--- src/rtl/remote_pkg.sv ---
// Shared definitions for the remote-control key path.
package remote_pkg;

  localparam int KEY_W = 8;

  localparam logic [KEY_W-1:0] NO_KEY = 8'h00;

  typedef enum logic {
    FLT_IDLE = 1'b0,
    FLT_HOLD = 1'b1
  } flt_state_t;

  // Bits needed to hold the value n (at least one bit, so a disabled filter still elaborates).
  function automatic int cnt_width(input int n);
    return (n < 2) ? 1 : $clog2(n + 1);
  endfunction

endpackage

--- src/rtl/remote_key_fifo_if.sv ---
// Key-consumer handshake: head-of-queue key plus valid/ready.
interface remote_key_fifo_if;
  import remote_pkg::*;

  logic [KEY_W-1:0] key_data;
  logic             key_valid;
  logic             key_ready;

  modport master (output key_data, output key_valid, input key_ready);
  modport slave  (input key_data, input key_valid, output key_ready);

endinterface

--- src/rtl/key_sync_fifo.sv ---
// Generic first-word-fall-through FIFO with occupancy count.
// Pointers carry one extra wrap bit so full and empty are distinguishable.
module key_sync_fifo #(
  parameter int WIDTH = 8,
  parameter int DEPTH = 4
) (
  input  logic                   Clock,
  input  logic                   Reset,
  input  logic                   wr_en,
  input  logic [WIDTH-1:0]       wr_data,
  input  logic                   rd_en,
  output logic [WIDTH-1:0]       rd_data,
  output logic                   full,
  output logic                   empty,
  output logic [$clog2(DEPTH):0] level
);

  localparam int PTR_W = $clog2(DEPTH) + 1;

  logic [WIDTH-1:0] mem [DEPTH];
  logic [PTR_W-1:0] wr_ptr;
  logic [PTR_W-1:0] rd_ptr;
  logic [PTR_W-1:0] level_q;
  logic             do_push;
  logic             do_pop;

  assign empty = (wr_ptr == rd_ptr);
  assign full  = (wr_ptr[PTR_W-1] != rd_ptr[PTR_W-1]) &&
                 (wr_ptr[PTR_W-2:0] == rd_ptr[PTR_W-2:0]);

  // A pop frees the slot in the same cycle, so a full FIFO can still take a write.
  assign do_pop  = rd_en & ~empty;
  assign do_push = wr_en & (~full | do_pop);

  assign rd_data = mem[rd_ptr[PTR_W-2:0]];
  assign level   = level_q;

  // Pointer and occupancy registers.
  always_ff @(posedge Clock or posedge Reset) begin
    if (Reset) begin
      wr_ptr  <= '0;
      rd_ptr  <= '0;
      level_q <= '0;
    end else begin
      if (do_push) wr_ptr <= wr_ptr + PTR_W'(1);
      if (do_pop)  rd_ptr <= rd_ptr + PTR_W'(1);
      case ({do_push, do_pop})
        2'b10:   level_q <= level_q + PTR_W'(1);
        2'b01:   level_q <= level_q - PTR_W'(1);
        default: level_q <= level_q;
      endcase
    end
  end

  // Storage array; contents need no reset because reads are qualified by empty.
  always_ff @(posedge Clock) begin
    if (do_push) mem[wr_ptr[PTR_W-2:0]] <= wr_data;
  end

endmodule

--- src/rtl/remote_key_fifo.sv ---
// IR remote key front end: one event per decoder strobe, same-key
// auto-repeat suppression, and a small FWFT queue toward the menu logic.
module remote_key_fifo
  import remote_pkg::*;
#(
  parameter int DEPTH          = 4,
  parameter int HOLDOFF_CYCLES = 1000
) (
  input  logic                   Clock,
  input  logic                   Reset,
  input  logic [KEY_W-1:0]       Tecla_in,
  input  logic                   Ready_in,
  remote_key_fifo_if.master      kif,
  output logic [$clog2(DEPTH):0] level,
  output logic                   overflow,
  input  logic                   ovf_clr
);

  localparam int                CNT_W    = cnt_width(HOLDOFF_CYCLES);
  localparam logic [CNT_W-1:0]  CNT_LOAD = CNT_W'(HOLDOFF_CYCLES);

  logic [1:0]       rst_sync;
  logic             rst_int;
  logic             ready_q;
  logic             key_event;
  flt_state_t       state, state_d;
  logic [CNT_W-1:0] cnt, cnt_d;
  logic [KEY_W-1:0] last_key, last_key_d;
  logic             accept;
  logic             pop;
  logic             drop;
  logic             fifo_full;
  logic             fifo_empty;
  logic [KEY_W-1:0] fifo_head;

  // Reset asserts at once and releases on the second Clock edge after Reset falls.
  always_ff @(posedge Clock or posedge Reset) begin
    if (Reset) rst_sync <= 2'b11;
    else       rst_sync <= {rst_sync[0], 1'b0};
  end

  assign rst_int = rst_sync[1];

  // Remember the previous strobe level so a long strobe gives a single event.
  always_ff @(posedge Clock or posedge rst_int) begin
    if (rst_int) ready_q <= 1'b0;
    else         ready_q <= Ready_in;
  end

  assign key_event = Ready_in & ~ready_q;

  // Filter state register.
  always_ff @(posedge Clock or posedge rst_int) begin
    if (rst_int) begin
      state    <= FLT_IDLE;
      cnt      <= '0;
      last_key <= NO_KEY;
    end else begin
      state    <= state_d;
      cnt      <= cnt_d;
      last_key <= last_key_d;
    end
  end

  // Filter next state: a repeated key is dropped without reloading the window,
  // so a held button still yields one key per window.
  always_comb begin
    state_d    = state;
    cnt_d      = cnt;
    last_key_d = last_key;
    accept     = 1'b0;
    case (state)
      FLT_IDLE: begin
        if (key_event) begin
          accept     = 1'b1;
          last_key_d = Tecla_in;
          if (HOLDOFF_CYCLES != 0) begin
            state_d = FLT_HOLD;
            cnt_d   = CNT_LOAD;
          end
        end
      end
      FLT_HOLD: begin
        if (key_event && (Tecla_in != last_key)) begin
          accept     = 1'b1;
          last_key_d = Tecla_in;
          cnt_d      = CNT_LOAD;
        end else if (cnt <= CNT_W'(1)) begin
          cnt_d   = '0;
          state_d = FLT_IDLE;
        end else begin
          cnt_d = cnt - CNT_W'(1);
        end
      end
      default: begin
        state_d = FLT_IDLE;
        cnt_d   = '0;
      end
    endcase
  end

  assign pop  = ~fifo_empty & kif.key_ready;
  assign drop = accept & fifo_full & ~pop;

  key_sync_fifo #(
    .WIDTH (KEY_W),
    .DEPTH (DEPTH)
  ) u_fifo (
    .Clock   (Clock),
    .Reset   (rst_int),
    .wr_en   (accept),
    .wr_data (Tecla_in),
    .rd_en   (kif.key_ready),
    .rd_data (fifo_head),
    .full    (fifo_full),
    .empty   (fifo_empty),
    .level   (level)
  );

  assign kif.key_valid = ~fifo_empty;
  assign kif.key_data  = fifo_empty ? NO_KEY : fifo_head;

  // Sticky overflow; a new drop wins over a clear in the same cycle.
  always_ff @(posedge Clock or posedge rst_int) begin
    if (rst_int)      overflow <= 1'b0;
    else if (drop)    overflow <= 1'b1;
    else if (ovf_clr) overflow <= 1'b0;
  end

endmodule

--- src/flat_wrapper.sv ---
// flat-port wrapper written by rule: the top's interface ports become plain ports
module remote_key_fifo_flat import remote_pkg::*;
#(
  parameter int DEPTH          = 4,
  parameter int HOLDOFF_CYCLES = 1000
)
  (Clock, Reset, Tecla_in, Ready_in, level, overflow, ovf_clr, kif_key_data, kif_key_valid, kif_key_ready);
  remote_key_fifo_if kif_i ();
  input  logic Clock;
  input  logic Reset;
  input  logic [KEY_W-1:0] Tecla_in;
  input  logic Ready_in;
  output logic [$clog2(DEPTH):0] level;
  output logic overflow;
  input  logic ovf_clr;
  output wire logic [$bits(kif_i.key_data)-1:0] kif_key_data;
  output wire logic [$bits(kif_i.key_valid)-1:0] kif_key_valid;
  input wire logic [$bits(kif_i.key_ready)-1:0] kif_key_ready;
  assign kif_key_data = kif_i.key_data;
  assign kif_key_valid = kif_i.key_valid;
  assign kif_i.key_ready = kif_key_ready;
  remote_key_fifo #(.DEPTH(DEPTH), .HOLDOFF_CYCLES(HOLDOFF_CYCLES)) u_core (.Clock(Clock), .Reset(Reset), .Tecla_in(Tecla_in), .Ready_in(Ready_in), .kif(kif_i), .level(level), .overflow(overflow), .ovf_clr(ovf_clr));
endmodule
--- config.mk ---
export PLATFORM = sky130hd
export DESIGN_NAME = remote_key_fifo_flat
export DESIGN_NICKNAME = d
export VERILOG_FILES = /design/src/rtl/remote_pkg.sv /design/src/rtl/remote_key_fifo_if.sv /design/src/rtl/key_sync_fifo.sv /design/src/rtl/remote_key_fifo.sv /design/src/flat_wrapper.sv
export SDC_FILE = /design/constraint.sdc
export NUM_CORES = 1
export LEC_CHECK = 0
export CAP_MARGIN = 20
export CORE_ASPECT_RATIO = 0.7
export CORE_MARGIN = 2
export CORE_UTILIZATION = 40
export CTS_CLUSTER_DIAMETER = 150
export DETAILED_ROUTE_END_ITERATION = 12
export DONT_BUFFER_PORTS = 1
export HOLD_SLACK_MARGIN = 0.08
export PLACE_DENSITY_LB_ADDON = 0.1
export SLEW_MARGIN = 20
export SYNTH_ARGS = -nofsm -noshare
export SYNTH_HDL_FRONTEND = slang
export SYNTH_SLANG_ARGS = --single-unit
export TNS_END_PERCENT = 50
--- constraint.sdc ---
create_clock -name Clock -period 4.3 [get_ports Clock]
set_clock_uncertainty 0.1 [all_clocks]
set_input_delay 1.075 -clock Clock [delete_from_list [all_inputs] [get_ports Clock]]
set_output_delay 1.075 -clock Clock [all_outputs]
set_load 0.01 [all_outputs]
==> impl_metrics.yaml <==
status:
  status: "completed"
floorplanning:
  die_w_um: 108.4
  die_y_um: 77.10
  dieArea_sq_um: 8359
  core_sq_um: 7352
  io_pins: 26
  rows: 26
  start_util: 0.4152
layout:
  layout_commonest_cell: "edfxtp_1"
  syn_to_final_growth_pct: 9.303
  final_cells: 321
  antenna_cells: 0
  mostFrequentLayoutCells: "32 x edfxtp_1, 30 x dfrtp_1, 15 x nand2_1"
  layout-drive-gt1-share: 0.2018
  final_util: 0.4539
  fill_cells: 677
  fin_area_sq_um: 3337
  nNetsFinal: 239
power_and_ir_drop:
  power_mw: 2.014
  pwr-share-clk: 0.250
  combPwrFrac: 0.297
  internal_power_mw: 1.350
  power.leakage_nw: 1.283
  switchingPower_mw: 0.6638
  vdd_ir_drop_max_uv: 213.7
  power_density_nw_per_um2: 603.6
  power_switching_share: 0.3296
  seqPwrFrac: 0.453
yosys:
  syn_area_sq_um: 3053
  ys_types: 54
  synth-edff-count: 32
  synthFlopType: "edfxtp_1"
  ys_seq_elements: 64
  synth_nets: 231
  syn_inst: 210
  ys_warn_count: 0
  synth.avg_cell_area_sq_um: 14.54
  seq_area_frac_synth: 0.5779
  async_flop_share: 0.5000
timing:
  setup_viol: 0
  worstMarginPinSlew_ns: 0.7847
  post-route-period-util: 0.8032
  rsz0062_at_grt: "false"
  maxSlewHeadroom: 0.4740
  hold_slack_ns: 0.2322
  tns_ns: 0
  period_needed_ns: 3.454
  fmax_mhz: 289.5
  setup_ws_ns: 0.8462
  hold_viol_final: 0
  finalMaxSlewViolations: 0
place:
  hpwlAfterDp_um: 3753
  place_area_sq_um: 3138
  portBuffers: 0
  dp_slack_ns: 1.202
  dp_cells: 305
  routabilityCongestion: 0.8320
hold_path:
  holdCritPathClass: "reg -> async"
clock_tree:
  clk_transition_reported_paths_ns: 0.06
  hold_buffers: 0
  numCtsBuffers: 9
  cts_buffer_depth: 2
  clk_latency_ns: 0.32
  cts_tree: "done"
  cts-resized-gates: 0
  cts_htree_levels: 3
  clockRootBuffer: "clkbuf_8"
  clock_sinks: 64
  post_cts_buffers: 0
global_routing:
  antenna_found_initial: 0
  grt_pass1_wl_um: 9073
  grt_pass1_vias: 1737
  gr-total-overflow: 0
  grt_max_degree: 31
  grtUsageTotal: 0.1490
routing:
  vias: 1662
  detail-route-antenna-nets: 0
  viasPerCell: 5.178
  drc: 0
  first_pass_iters: 4
  totalWireLength_um: 5466
  dr.first_iter.drc_count: 80
  drt-wirelength-per-cell_um: 17.03
worst_setup_path:
  critical_path_required_ns: 3.12
  crit_type: "reg -> out"
  startpoint_type: "register"
  cp_data_arrival_time_ns: 2.28
  crit_path_end_kind: "output pin"
  crit_path_max_fanout: 11
run:
  cap_violations: 0
-- cell type report --
type / instances / area [sq um] / area share
clock inverter: 4 / 43.79 / 0.01312
timing repair buffer: 2 / 15.01 / 0.004499
tap: 98 / 122.6 / 0.03675
inverter: 11 / 41.29 / 0.01237
multi-input combinational: 130 / 1195 / 0.3581
sequential: 64 / 1764 / 0.5287
clock buffer: 12 / 155.1 / 0.04649
-- path summary, 6_finish.rpt --
path / end / startpoint / slack, ns / cells after the start
max in group asynchronous: u_core.rst_sync[0] / Reset / 3.53 / 1
min: u_core.overflow / u_core.rst_sync[1] / 0.23 / 2
max reg2reg: u_core.u_fifo.level[2] / u_core.u_fifo.rd_ptr[0] / 1.34 / 9
max: kif_key_data[3] / u_core.u_fifo.rd_ptr[0] / 0.85 / 3
min reg2reg: u_core.overflow / u_core.rst_sync[1] / 0.23 / 2
min in group Clock: u_core.rst_sync[1] / u_core.rst_sync[0] / 0.26 / 0
-- routing by layer --
metal,vias to the layer above,track usage,wire [um]
met3,7,0.05782,285
met1,851,0.2009,2691
li1,776,-,-
met5,-,0,0
met2,28,0.2200,2434
met4,0,0.05000,55
-- registers in the layout (all words and copies together) (netlist names) --
signal and flops:
u_core.u_fifo.rd_ptr 3, u_core.state 1, u_core.ready_q 1, u_core.rst_sync 2, u_core.u_fifo.mem 32, u_core.u_fifo.level 3
u_core.overflow 1, u_core.cnt 10, u_core.last_key 8, u_core.u_fifo.wr_ptr 3
-- cell families (layout without fill, tap and decap cells) --
family	Yosys count	after routing	synth area share
compound gates	23	23	0.05902
xor+xnor	18	18	0.06270
fa+ha+maj	8	8	0.03524
buf+inv	16	29	0.03074
flops	64	64	0.5779
mux	19	19	0.1098
other cells	1	1	0.001228
simple gates	61	61	0.1234
-- Yosys cell counts (all sizes together) (3+ instances only) --
cell	n	share of area
buf	5	0.017
nor4	3	0.010
nand2	15	0.018
mux2	9	0.034
ha	7	0.029
o21ai	7	0.011
xnor2	5	0.014
and2	3	0.0061
and2b	9	0.023
mux4	8	0.069
nor2b	3	0.0086
nor3	3	0.0066
edfxtp	32	0.31
inv	11	0.014
nor2	10	0.012
nand3	3	0.0049
a21oi	4	0.0078
dfrtp	30	0.25
xor2	13	0.048
-- power groups by stage --
stage	Combinational, mW	Clock, mW	Sequential (mW)
final	0.598	0.504	0.911
after global routing	0.665	0.557	0.931
after CTS	0.608	0.520	0.914
after detailed placement	0.606	0	0.925
after global placement	0.586	0	0.918
after floorplan	0.554	0	0.855
-- critical path: stages (launching register included) --
cell     delay [ns]
dfrtp_1        0.81
xor2_4         0.16
nor3_2         0.67
and2b_1        0.31
Note: power is estimated with default switching activity, not from simulation.
